[src/rtl/alu_mult_div_pkg.sv]
// Shared opcodes, FSM states and opcode decode for the multiply/divide unit.
package alu_mult_div_pkg;

    localparam logic [5:0] OP_MTHI  = 6'h11;
    localparam logic [5:0] OP_MTLO  = 6'h13;
    localparam logic [5:0] OP_MULT  = 6'h18;
    localparam logic [5:0] OP_MULTU = 6'h19;
    localparam logic [5:0] OP_DIV   = 6'h1a;
    localparam logic [5:0] OP_DIVU  = 6'h1b;

    typedef enum logic [1:0] {
        S_IDLE,
        S_CALC,
        S_FIX,
        S_DONE
    } state_t;

    typedef enum logic [2:0] {
        K_NONE,
        K_MULT,
        K_MULTU,
        K_DIV,
        K_DIVU,
        K_MTHI,
        K_MTLO
    } op_kind_t;

    // Code is zero-extended so any opcode bus width maps onto the same table.
    function automatic op_kind_t decode_op(input logic [31:0] code);
        op_kind_t k;
        k = K_NONE;
        if (code == 32'(OP_MULT))       k = K_MULT;
        else if (code == 32'(OP_MULTU)) k = K_MULTU;
        else if (code == 32'(OP_DIV))   k = K_DIV;
        else if (code == 32'(OP_DIVU))  k = K_DIVU;
        else if (code == 32'(OP_MTHI))  k = K_MTHI;
        else if (code == 32'(OP_MTLO))  k = K_MTLO;
        return k;
    endfunction

endpackage

[src/rtl/alu_mult_div_if.sv]
// Request/response bundle between the EX-stage control and the multiply/divide unit.
interface alu_mult_div_if #(
    parameter int unsigned B_DAT = 32,
    parameter int unsigned B_OP  = 6
);
    logic             start;
    logic [B_OP-1:0]  op;
    logic [B_DAT-1:0] a;
    logic [B_DAT-1:0] b;
    logic             busy;
    logic             done;
    logic             div_zero;
    logic [B_DAT-1:0] hi;
    logic [B_DAT-1:0] lo;

    modport master (
        output start, op, a, b,
        input  busy, done, div_zero, hi, lo
    );

    modport slave (
        input  start, op, a, b,
        output busy, done, div_zero, hi, lo
    );
endinterface

[src/rtl/alu_md_datapath.sv]
// Accumulator, shift-add / restoring-divide step and final sign correction.
// ALU_FAST_MULT_EN: product formed directly from the latched magnitudes.
module alu_md_datapath
    import alu_mult_div_pkg::*;
#(
    parameter int unsigned B_DAT = 32
) (
    input  logic             clk,
    input  logic             load,
    input  logic             step,
    input  logic             is_div,
    input  logic             is_sgn,
    input  logic             b_zero,
    input  logic [B_DAT-1:0] a,
    input  logic [B_DAT-1:0] b,
    output logic [B_DAT-1:0] res_hi,
    output logic [B_DAT-1:0] res_lo
);
    localparam logic [B_DAT-1:0] ALL0 = '0;
    localparam logic [B_DAT-1:0] ALL1 = '1;

    logic [2*B_DAT-1:0] acc_q, acc_step, prod_mag, prod;
    logic [B_DAT-1:0]   m_q, ua, ub, rem_new;
    logic [B_DAT:0]     sum, sh, trial;
    logic               div_q, sa_q, sb_q, neg;

    assign ua = (is_sgn && a[B_DAT-1]) ? -a : a;
    assign ub = (is_sgn && b[B_DAT-1]) ? -b : b;

    always_comb begin
        sum      = {1'b0, acc_q[2*B_DAT-1:B_DAT]} + (acc_q[0] ? {1'b0, m_q} : {1'b0, ALL0});
        sh       = acc_q[2*B_DAT-1:B_DAT-1];
        trial    = sh - {1'b0, m_q};
        rem_new  = trial[B_DAT] ? sh[B_DAT-1:0] : trial[B_DAT-1:0];
        acc_step = div_q ? {rem_new, acc_q[B_DAT-2:0], ~trial[B_DAT]}
                         : {sum, acc_q[B_DAT-1:1]};
    end

    // Divide by zero preloads remainder=|a| and quotient=all ones, so the
    // common sign fix yields hi=a and lo=+1 for a negative signed dividend.
    always_ff @(posedge clk) begin
        if (load) begin
            div_q <= is_div;
            sa_q  <= is_sgn & a[B_DAT-1];
            sb_q  <= is_sgn & b[B_DAT-1];
            if (is_div) begin
                m_q   <= ub;
                acc_q <= b_zero ? {ua, ALL1} : {ALL0, ua};
            end else begin
                m_q   <= ua;
                acc_q <= {ALL0, ub};
            end
        end else if (step) begin
            acc_q <= acc_step;
        end
    end

`ifdef ALU_FAST_MULT_EN
    assign prod_mag = (2*B_DAT)'(m_q) * (2*B_DAT)'(acc_q[B_DAT-1:0]);
`else
    assign prod_mag = acc_q;
`endif

    assign neg  = sa_q ^ sb_q;
    assign prod = neg ? -prod_mag : prod_mag;

    always_comb begin
        if (div_q) begin
            res_lo = neg  ? -acc_q[B_DAT-1:0]       : acc_q[B_DAT-1:0];
            res_hi = sa_q ? -acc_q[2*B_DAT-1:B_DAT] : acc_q[2*B_DAT-1:B_DAT];
        end else begin
            res_hi = prod[2*B_DAT-1:B_DAT];
            res_lo = prod[B_DAT-1:0];
        end
    end
endmodule

[src/rtl/alu_mult_div.sv]
// Multi-cycle MIPS MULT/MULTU/DIV/DIVU/MTHI/MTLO unit owning HI/LO.
// ALU_FAST_MULT_EN: multiplies skip CALC and finish at T+2.
module alu_mult_div
    import alu_mult_div_pkg::*;
#(
    parameter int unsigned B_DAT = 32,
    parameter int unsigned B_OP  = 6,
    parameter int unsigned B_CNT = 6
) (
    input logic           clk,
    input logic           rst_n,
    alu_mult_div_if.slave bus
);
    state_t           state_q, state_d;
    op_kind_t         kind;
    logic [B_OP-1:0]  op_w;
    logic [B_CNT-1:0] cnt_q;
    logic [B_DAT-1:0] hi_q, lo_q, res_hi, res_lo;
    logic             div_zero_q;
    logic             ready, accept, is_mt, is_div, is_sgn, b_zero, skip_calc;
    logic             load, step, busy, done;

    assign op_w   = bus.op;
    assign kind   = decode_op(32'(op_w));
    assign is_mt  = (kind == K_MTHI) || (kind == K_MTLO);
    assign is_div = (kind == K_DIV) || (kind == K_DIVU);
    assign is_sgn = (kind == K_MULT) || (kind == K_DIV);
    assign b_zero = (bus.b == '0);
    assign ready  = (state_q == S_IDLE) || (state_q == S_DONE);
    assign accept = bus.start && ready && (kind != K_NONE);

`ifdef ALU_FAST_MULT_EN
    assign skip_calc = !is_div || b_zero;
`else
    assign skip_calc = is_div && b_zero;
`endif

    always_ff @(posedge clk) begin
        if (!rst_n) state_q <= S_IDLE;
        else        state_q <= state_d;
    end

    // DONE accepts a new request exactly like IDLE, giving back-to-back issue.
    always_comb begin
        state_d = state_q;
        unique case (state_q)
            S_IDLE, S_DONE: begin
                state_d = S_IDLE;
                if (accept) begin
                    if (is_mt)          state_d = S_DONE;
                    else if (skip_calc) state_d = S_FIX;
                    else                state_d = S_CALC;
                end
            end
            S_CALC:  if (cnt_q == B_CNT'(1)) state_d = S_FIX;
            S_FIX:   state_d = S_DONE;
            default: state_d = S_IDLE;
        endcase
    end

    always_comb begin
        busy = (state_q == S_CALC) || (state_q == S_FIX);
        done = (state_q == S_DONE);
        load = accept && !is_mt;
        step = (state_q == S_CALC);
    end

    always_ff @(posedge clk) begin
        if (!rst_n) begin
            cnt_q      <= '0;
            hi_q       <= '0;
            lo_q       <= '0;
            div_zero_q <= 1'b0;
        end else begin
            if (load)      cnt_q <= B_CNT'(B_DAT);
            else if (step) cnt_q <= cnt_q - B_CNT'(1);
            if (accept && is_div && b_zero) div_zero_q <= 1'b1;
            if (state_q == S_FIX) begin
                hi_q <= res_hi;
                lo_q <= res_lo;
            end else if (accept && kind == K_MTHI) begin
                hi_q <= bus.a;
            end else if (accept && kind == K_MTLO) begin
                lo_q <= bus.a;
            end
        end
    end

    alu_md_datapath #(
        .B_DAT(B_DAT)
    ) u_dp (
        .clk    (clk),
        .load   (load),
        .step   (step),
        .is_div (is_div),
        .is_sgn (is_sgn),
        .b_zero (b_zero),
        .a      (bus.a),
        .b      (bus.b),
        .res_hi (res_hi),
        .res_lo (res_lo)
    );

    assign bus.busy     = busy;
    assign bus.done     = done;
    assign bus.div_zero = div_zero_q;
    assign bus.hi       = hi_q;
    assign bus.lo       = lo_q;
endmodule

[src/flat_wrapper.sv]
// flat-port wrapper written by rule: the top's interface ports become plain ports
module alu_mult_div_flat import alu_mult_div_pkg::*;
#(
    parameter int unsigned B_DAT = 32,
    parameter int unsigned B_OP  = 6,
    parameter int unsigned B_CNT = 6
)
  (clk, rst_n, bus_start, bus_op, bus_a, bus_b, bus_busy, bus_done, bus_div_zero, bus_hi, bus_lo);
  alu_mult_div_if #(.B_DAT(B_DAT), .B_OP(B_OP)) bus_i ();
  input logic clk;
  input logic rst_n;
  input wire logic [$bits(bus_i.start)-1:0] bus_start;
  input wire logic [$bits(bus_i.op)-1:0] bus_op;
  input wire logic [$bits(bus_i.a)-1:0] bus_a;
  input wire logic [$bits(bus_i.b)-1:0] bus_b;
  output wire logic [$bits(bus_i.busy)-1:0] bus_busy;
  output wire logic [$bits(bus_i.done)-1:0] bus_done;
  output wire logic [$bits(bus_i.div_zero)-1:0] bus_div_zero;
  output wire logic [$bits(bus_i.hi)-1:0] bus_hi;
  output wire logic [$bits(bus_i.lo)-1:0] bus_lo;
  assign bus_i.start = bus_start;
  assign bus_i.op = bus_op;
  assign bus_i.a = bus_a;
  assign bus_i.b = bus_b;
  assign bus_busy = bus_i.busy;
  assign bus_done = bus_i.done;
  assign bus_div_zero = bus_i.div_zero;
  assign bus_hi = bus_i.hi;
  assign bus_lo = bus_i.lo;
  alu_mult_div #(.B_DAT(B_DAT), .B_OP(B_OP), .B_CNT(B_CNT)) u_core (.clk(clk), .rst_n(rst_n), .bus(bus_i));
endmodule
[config.mk]
export PLATFORM = sky130hd
export DESIGN_NAME = alu_mult_div_flat
export DESIGN_NICKNAME = d
export VERILOG_FILES = /design/src/rtl/alu_mult_div_pkg.sv /design/src/rtl/alu_mult_div_if.sv /design/src/rtl/alu_md_datapath.sv /design/src/rtl/alu_mult_div.sv /design/src/flat_wrapper.sv
export SDC_FILE = /design/constraint.sdc
export NUM_CORES = 1
export LEC_CHECK = 0
export ABC_AREA = 1
export CELL_PAD_IN_SITES_DETAIL_PLACEMENT = 1
export CELL_PAD_IN_SITES_GLOBAL_PLACEMENT = 1
export CORE_MARGIN = 1
export CORE_UTILIZATION = 45
export CTS_CLUSTER_DIAMETER = 200
export DETAILED_ROUTE_END_ITERATION = 8
export PLACE_DENSITY_LB_ADDON = 0.1
export SETUP_SLACK_MARGIN = 0.2
export SYNTH_ARGS = -nofsm -noshare
export SYNTH_HDL_FRONTEND = slang
export SYNTH_SLANG_ARGS = --single-unit
[constraint.sdc]
create_clock -name clk -period 11.7 [get_ports clk]
set_clock_uncertainty 0.05 [all_clocks]
set_input_delay 3.51 -clock clk [delete_from_list [all_inputs] [get_ports clk]]
set_output_delay 3.51 -clock clk [all_outputs]
set_load 0.005 [all_outputs]
==> results by group <==
Status
  – Violations in the final reports: capacitance limit, slew limit
  – Run status: finished, violations left

Global route
  – Global route total overflow: 0
  – Initial antenna violation count: 2
  – Largest net degree at the start of global routing: 91
  – Via count of the first global-routing pass: 23,000
  – Wire length of the first global-routing pass: 139 mm
  – GRT Total Usage: 44.7%

Drt
  – Remaining routing DRC violations: 0
  – Aggregate routed wire length: 93.1 mm
  – Via/cell ratio: 6.08
  – Detailed-router iteration count before antenna repair: 8
  – Wirelength per Cell: 24.6 um
  – Remaining antenna violation count: 0
  – DRC violation total after the first TritonRoute iteration: 2,671
  – Via total after detailed routing: 23,000

Timing
  – Max-slew violation count: 8
  – Slew @ Worst Pin: 1.61 ns
  – Maximum operating frequency: 0.139 GHz
  – Final-report setup violation count: 0
  – Setup repair after global routing missed its margin: no
  – Fin crit period: 7.21 ns
  – Worst-case headroom to the max-slew limit: -8.72%
  – Final Hold Violating Endpoints: 0
  – Period utilization: 61.7%
  – Final TNS setup: 0 ns

Logic synthesis
  – Post-synthesis async set-or-reset flop share: 0%
  – Synthesized instance count: 3,176
  – Count of cell types in the netlist: 48
  – Synth warnings: 0
  – Predominant post-synthesis flop cell: edfxtp_1
  – Net count of the mapped netlist: 3,324
  – Cell area after synthesis: 18,300 um^2
  – Seq/Total Area, Yosys: 24.2%
  – Number of flip-flops and latches in the synthesized netlist: 172
  – Number of enable-type register cells in the synthesized netlist: 99
  – Synthesized area per cell: 5.77 um^2

Clocking
  – Clock transition at the register clock pins on the worst setup and hold paths after CTS: 0.07 ns
  – TritonCTS clock tree: built
  – Number of clock sinks: 172
  – Cts bufs inserted: 17
  – Hold-fix buffers, CTS: 0
  – Clock Tree Root: clkbuf_16
  – Setup bufs post-CTS: 0
  – Insertion delay to the later sink of the worst-skew pair: 0.48 ns
  – Max Buffers Root-to-Sink: 2
  – Post-cts sizing count: 0
  – Number of levels in the clock H-tree: 4

Critical path
  – Max stage delay on crit path: 0.77 ns
  – CP endpoint kind: flop
  – Crit-path leading delay family: buffers and inverters
  – Largest fanout on the critical path: 84
  – Arrival time reported for the critical path endpoint: 7.26 ns
  – Standard cell with the maximum stage delay on the critical path: buf_4
  – CP dominant cell by count: buf_4
  – Worst EP required: 11.75 ns
  – Critical Path Start Type: primary input
  – Ordered list of cells on the worst path: clkdlybuf4s50_1 -> nand2_1 -> nor3_2 -> nor2_1 -> a21oi_4 -> inv_2 -> nor2_4 -> buf_4 -> inv_2 -> buf_4 -> nand2_2 -> buf_4
  – Number of buffer and inverter stages on the critical path: 6
  – Category of the most critical setup path: in2reg

Run
  – Max-capacitance violation count: 2

Power and ir drop
  – Internal power summed over all cells: 1.28 mW
  – Fraction of power spent switching nets: 42.3%
  – P_sw: 0.942 mW
  – Share of power burned in combinational logic: 37.2%
  – Clock share of power: 27.8%
  – Leakage Power: 9.84 nW
  – Share of total power in sequential cells: 34.9%
  – Worst supply voltage drop on vdd: 0.000103 V
  – Power per unit of standard cell area: 107 nW/um^2

Die
  – Starting density of the core: 45.9%
  – Area of the die: 41,500 um^2
  – Die Ht: 204 um
  – Area inside the core boundary: 39,900 um^2
  – Boundary pin count: 140
  – Overall die width: 204 um
  – Standard-cell row count: 73

Final layout
  – Layout Utilization: 51.8%
  – Area growth from synthesis to final layout: 13.0%
  – # nets final: 3,398
  – Filler Cell Count: 5,696
  – Share of final-layout standard cells stronger than drive strength 1: 2.91%

Placement
  – Quantity of I/O buffers inserted on ports: 139
  – Final RePlAce weighted congestion: 1.03
  – Detail Placement HPWL: 74.6 mm

Hold path
  – Path class of the lowest-slack min-delay path: reg2reg
## Yosys cell counts (2+ instances only)
cell type / count / area share [%]
dfxtp_1: 73 / 8.0
nand4_1: 43 / 1.5
inv_2: 12 / 0.25
clkinv_1: 3 / 0.061
a21o_1: 7 / 0.29
xnor2_1: 8 / 0.38
nand3_1: 312 / 8.5
clkbuf_1: 62 / 1.3
o211ai_1: 19 / 0.78
and2_1: 5 / 0.17
fa_1: 2 / 0.22
nand2_1: 1041 / 21
nor2_1: 344 / 7.0
a31oi_1: 26 / 0.89
o21bai_1: 9 / 0.37
buf_1: 9 / 0.18
nor2_2: 5 / 0.17
o21a_1: 5 / 0.20
o22ai_1: 14 / 0.48
a32oi_1: 11 / 0.53
o21ai_1: 17 / 0.46
ha_1: 73 / 5.0
and3_1: 2 / 0.068
nor2_4: 2 / 0.12
nand3b_1: 20 / 0.82
edfxtp_1: 99 / 16
xor2_1: 67 / 3.2
buf_2: 29 / 0.79
nor4_1: 5 / 0.17
a22oi_1: 2 / 0.082
inv_1: 467 / 9.6
o31ai_1: 3 / 0.12
nor3_1: 37 / 1.0
buf_4: 2 / 0.082
nor3_2: 2 / 0.11
a21oi_1: 150 / 4.1
o21ai_0: 162 / 4.4
or2_2: 15 / 0.51
a21boi_0: 2 / 0.082
nand2_2: 2 / 0.068
## layout make-up
type | count | area [um^2] | area share, %
multi-input cells | 2419 | 11700 | 56.4
flip-flops and latches | 172 | 4430 | 21.4
inverters | 482 | 1810 | 8.74
repair buffers | 158 | 1530 | 7.41
well taps | 525 | 657 | 3.17
clock buffers | 19 | 433 | 2.09
clock inverters | 13 | 159 | 0.768
diodes | 1 | 2.50 | 0.0121
## cells in the final DEF (no fill, tap or decap), types with 7 or more instances in the layout
cell	count
a21oi_1	150
nand2_1	1039
buf_4	19
inv_2	12
nand3_1	312
a21o_1	7
xor2_1	67
ha_1	72
xnor2_1	8
o21ai_1	17
or2_2	15
clkbuf_16	17
a31oi_1	26
o211ai_1	19
clkdlybuf4s50_1	139
o22ai_1	14
dfxtp_1	73
o21ai_0	162
o21bai_1	9
nand4_1	43
inv_1	467
edfxtp_1	99
nor3_1	37
nor2_1	343
nand3b_1	20
a32oi_1	11
## sequential cells by signal, indices dropped and copies added (netlist names)
name and count:
u_core.u_dp.div_q 1, u_core.u_dp.m_q 32, u_core.u_dp.acc_q 64, u_core.state_q 2, u_core.u_dp.sb_q 1, u_core.bus.hi 32, u_core.bus.div_zero 1, u_core.bus.lo 32
u_core.u_dp.sa_q 1, u_core.cnt_q 6
## tightest hold or removal path, delay by kind of cell (launching register included)
kind / cells / cell delay [ns]
and+or+nand+nor: 1 / 0.06
AOI/OAI and AO/OA: 1 / 0.06
DFF: 1 / 0.31
## through the flow
stage | hold slack [ns] | area (um^2) | setup slack [ns] | std cells | total power [mW]
5_1_grt | 0.443 | 20700 | 4.30 | 3788 | 2.30
3_3_place_gp | 0.407 | 20100 | 4.35 | 3756 | 1.54
2_1_floorplan | 0.411 | 18300 | 5.21 | 3176 | 1.23
4_1_cts | 0.425 | 20700 | 4.61 | 3788 | 2.18
3_5_place_dp | 0.414 | 20100 | 4.13 | 3756 | 1.58
6_report | 0.424 | 20700 | 4.49 | 3789 | 2.22
## routing by layer
layer | global-route usage [%] | up-vias | part of all wire (%)
li1 | - | 10400 | -
met1 | 57.5 | 11000 | 40
met2 | 68.1 | 1323 | 43
met3 | 11.1 | 323 | 11
met4 | 25.0 | 2 | 6.2
met5 | 0 | - | 0.014
## power by group through the flow
stage                     clock network (mW)  registers, mW  logic, mW
final                                  0.619          0.777      0.829
after global routing                   0.635          0.776      0.889
after CTS                              0.610          0.771      0.800
after detailed placement                   0          0.784      0.792
after global placement                     0          0.782      0.758
after floorplan                            0          0.753      0.474
## logic make-up (layout without fill, tap and decap cells)
logic type / Yosys count / count (layout) / synth area share [%]
AOI/OAI and AO/OA: 431 / 431 / 13.0
xor gates and xnor gates: 75 / 75 / 3.59
adders and majority gates: 75 / 75 / 5.20
buffers and inverters: 585 / 672 / 12.2
DFF: 172 / 172 / 24.2
other: 0 / 1 / 0
and+or+nand+nor: 1838 / 1838 / 41.7
## worst paths after layout
check / cells after the start / slack, ns / start / to
worst max register to register: 18 / 7.39 / u_core.u_dp.acc_q[32]$_DFFE_PP_ / u_core.u_dp.acc_q[53]$_DFFE_PP_
worst max-delay path: 12 / 4.49 / bus_op[1] / u_core.u_dp.acc_q[55]$_DFFE_PP_
worst min-delay path: 2 / 0.42 / u_core.bus.lo[6]$_SDFFE_PN0P_ / u_core.bus.lo[6]$_SDFFE_PN0P_
worst min register to register: 2 / 0.42 / u_core.bus.lo[6]$_SDFFE_PN0P_ / u_core.bus.lo[6]$_SDFFE_PN0P_
(Power assumes the default switching activity.)
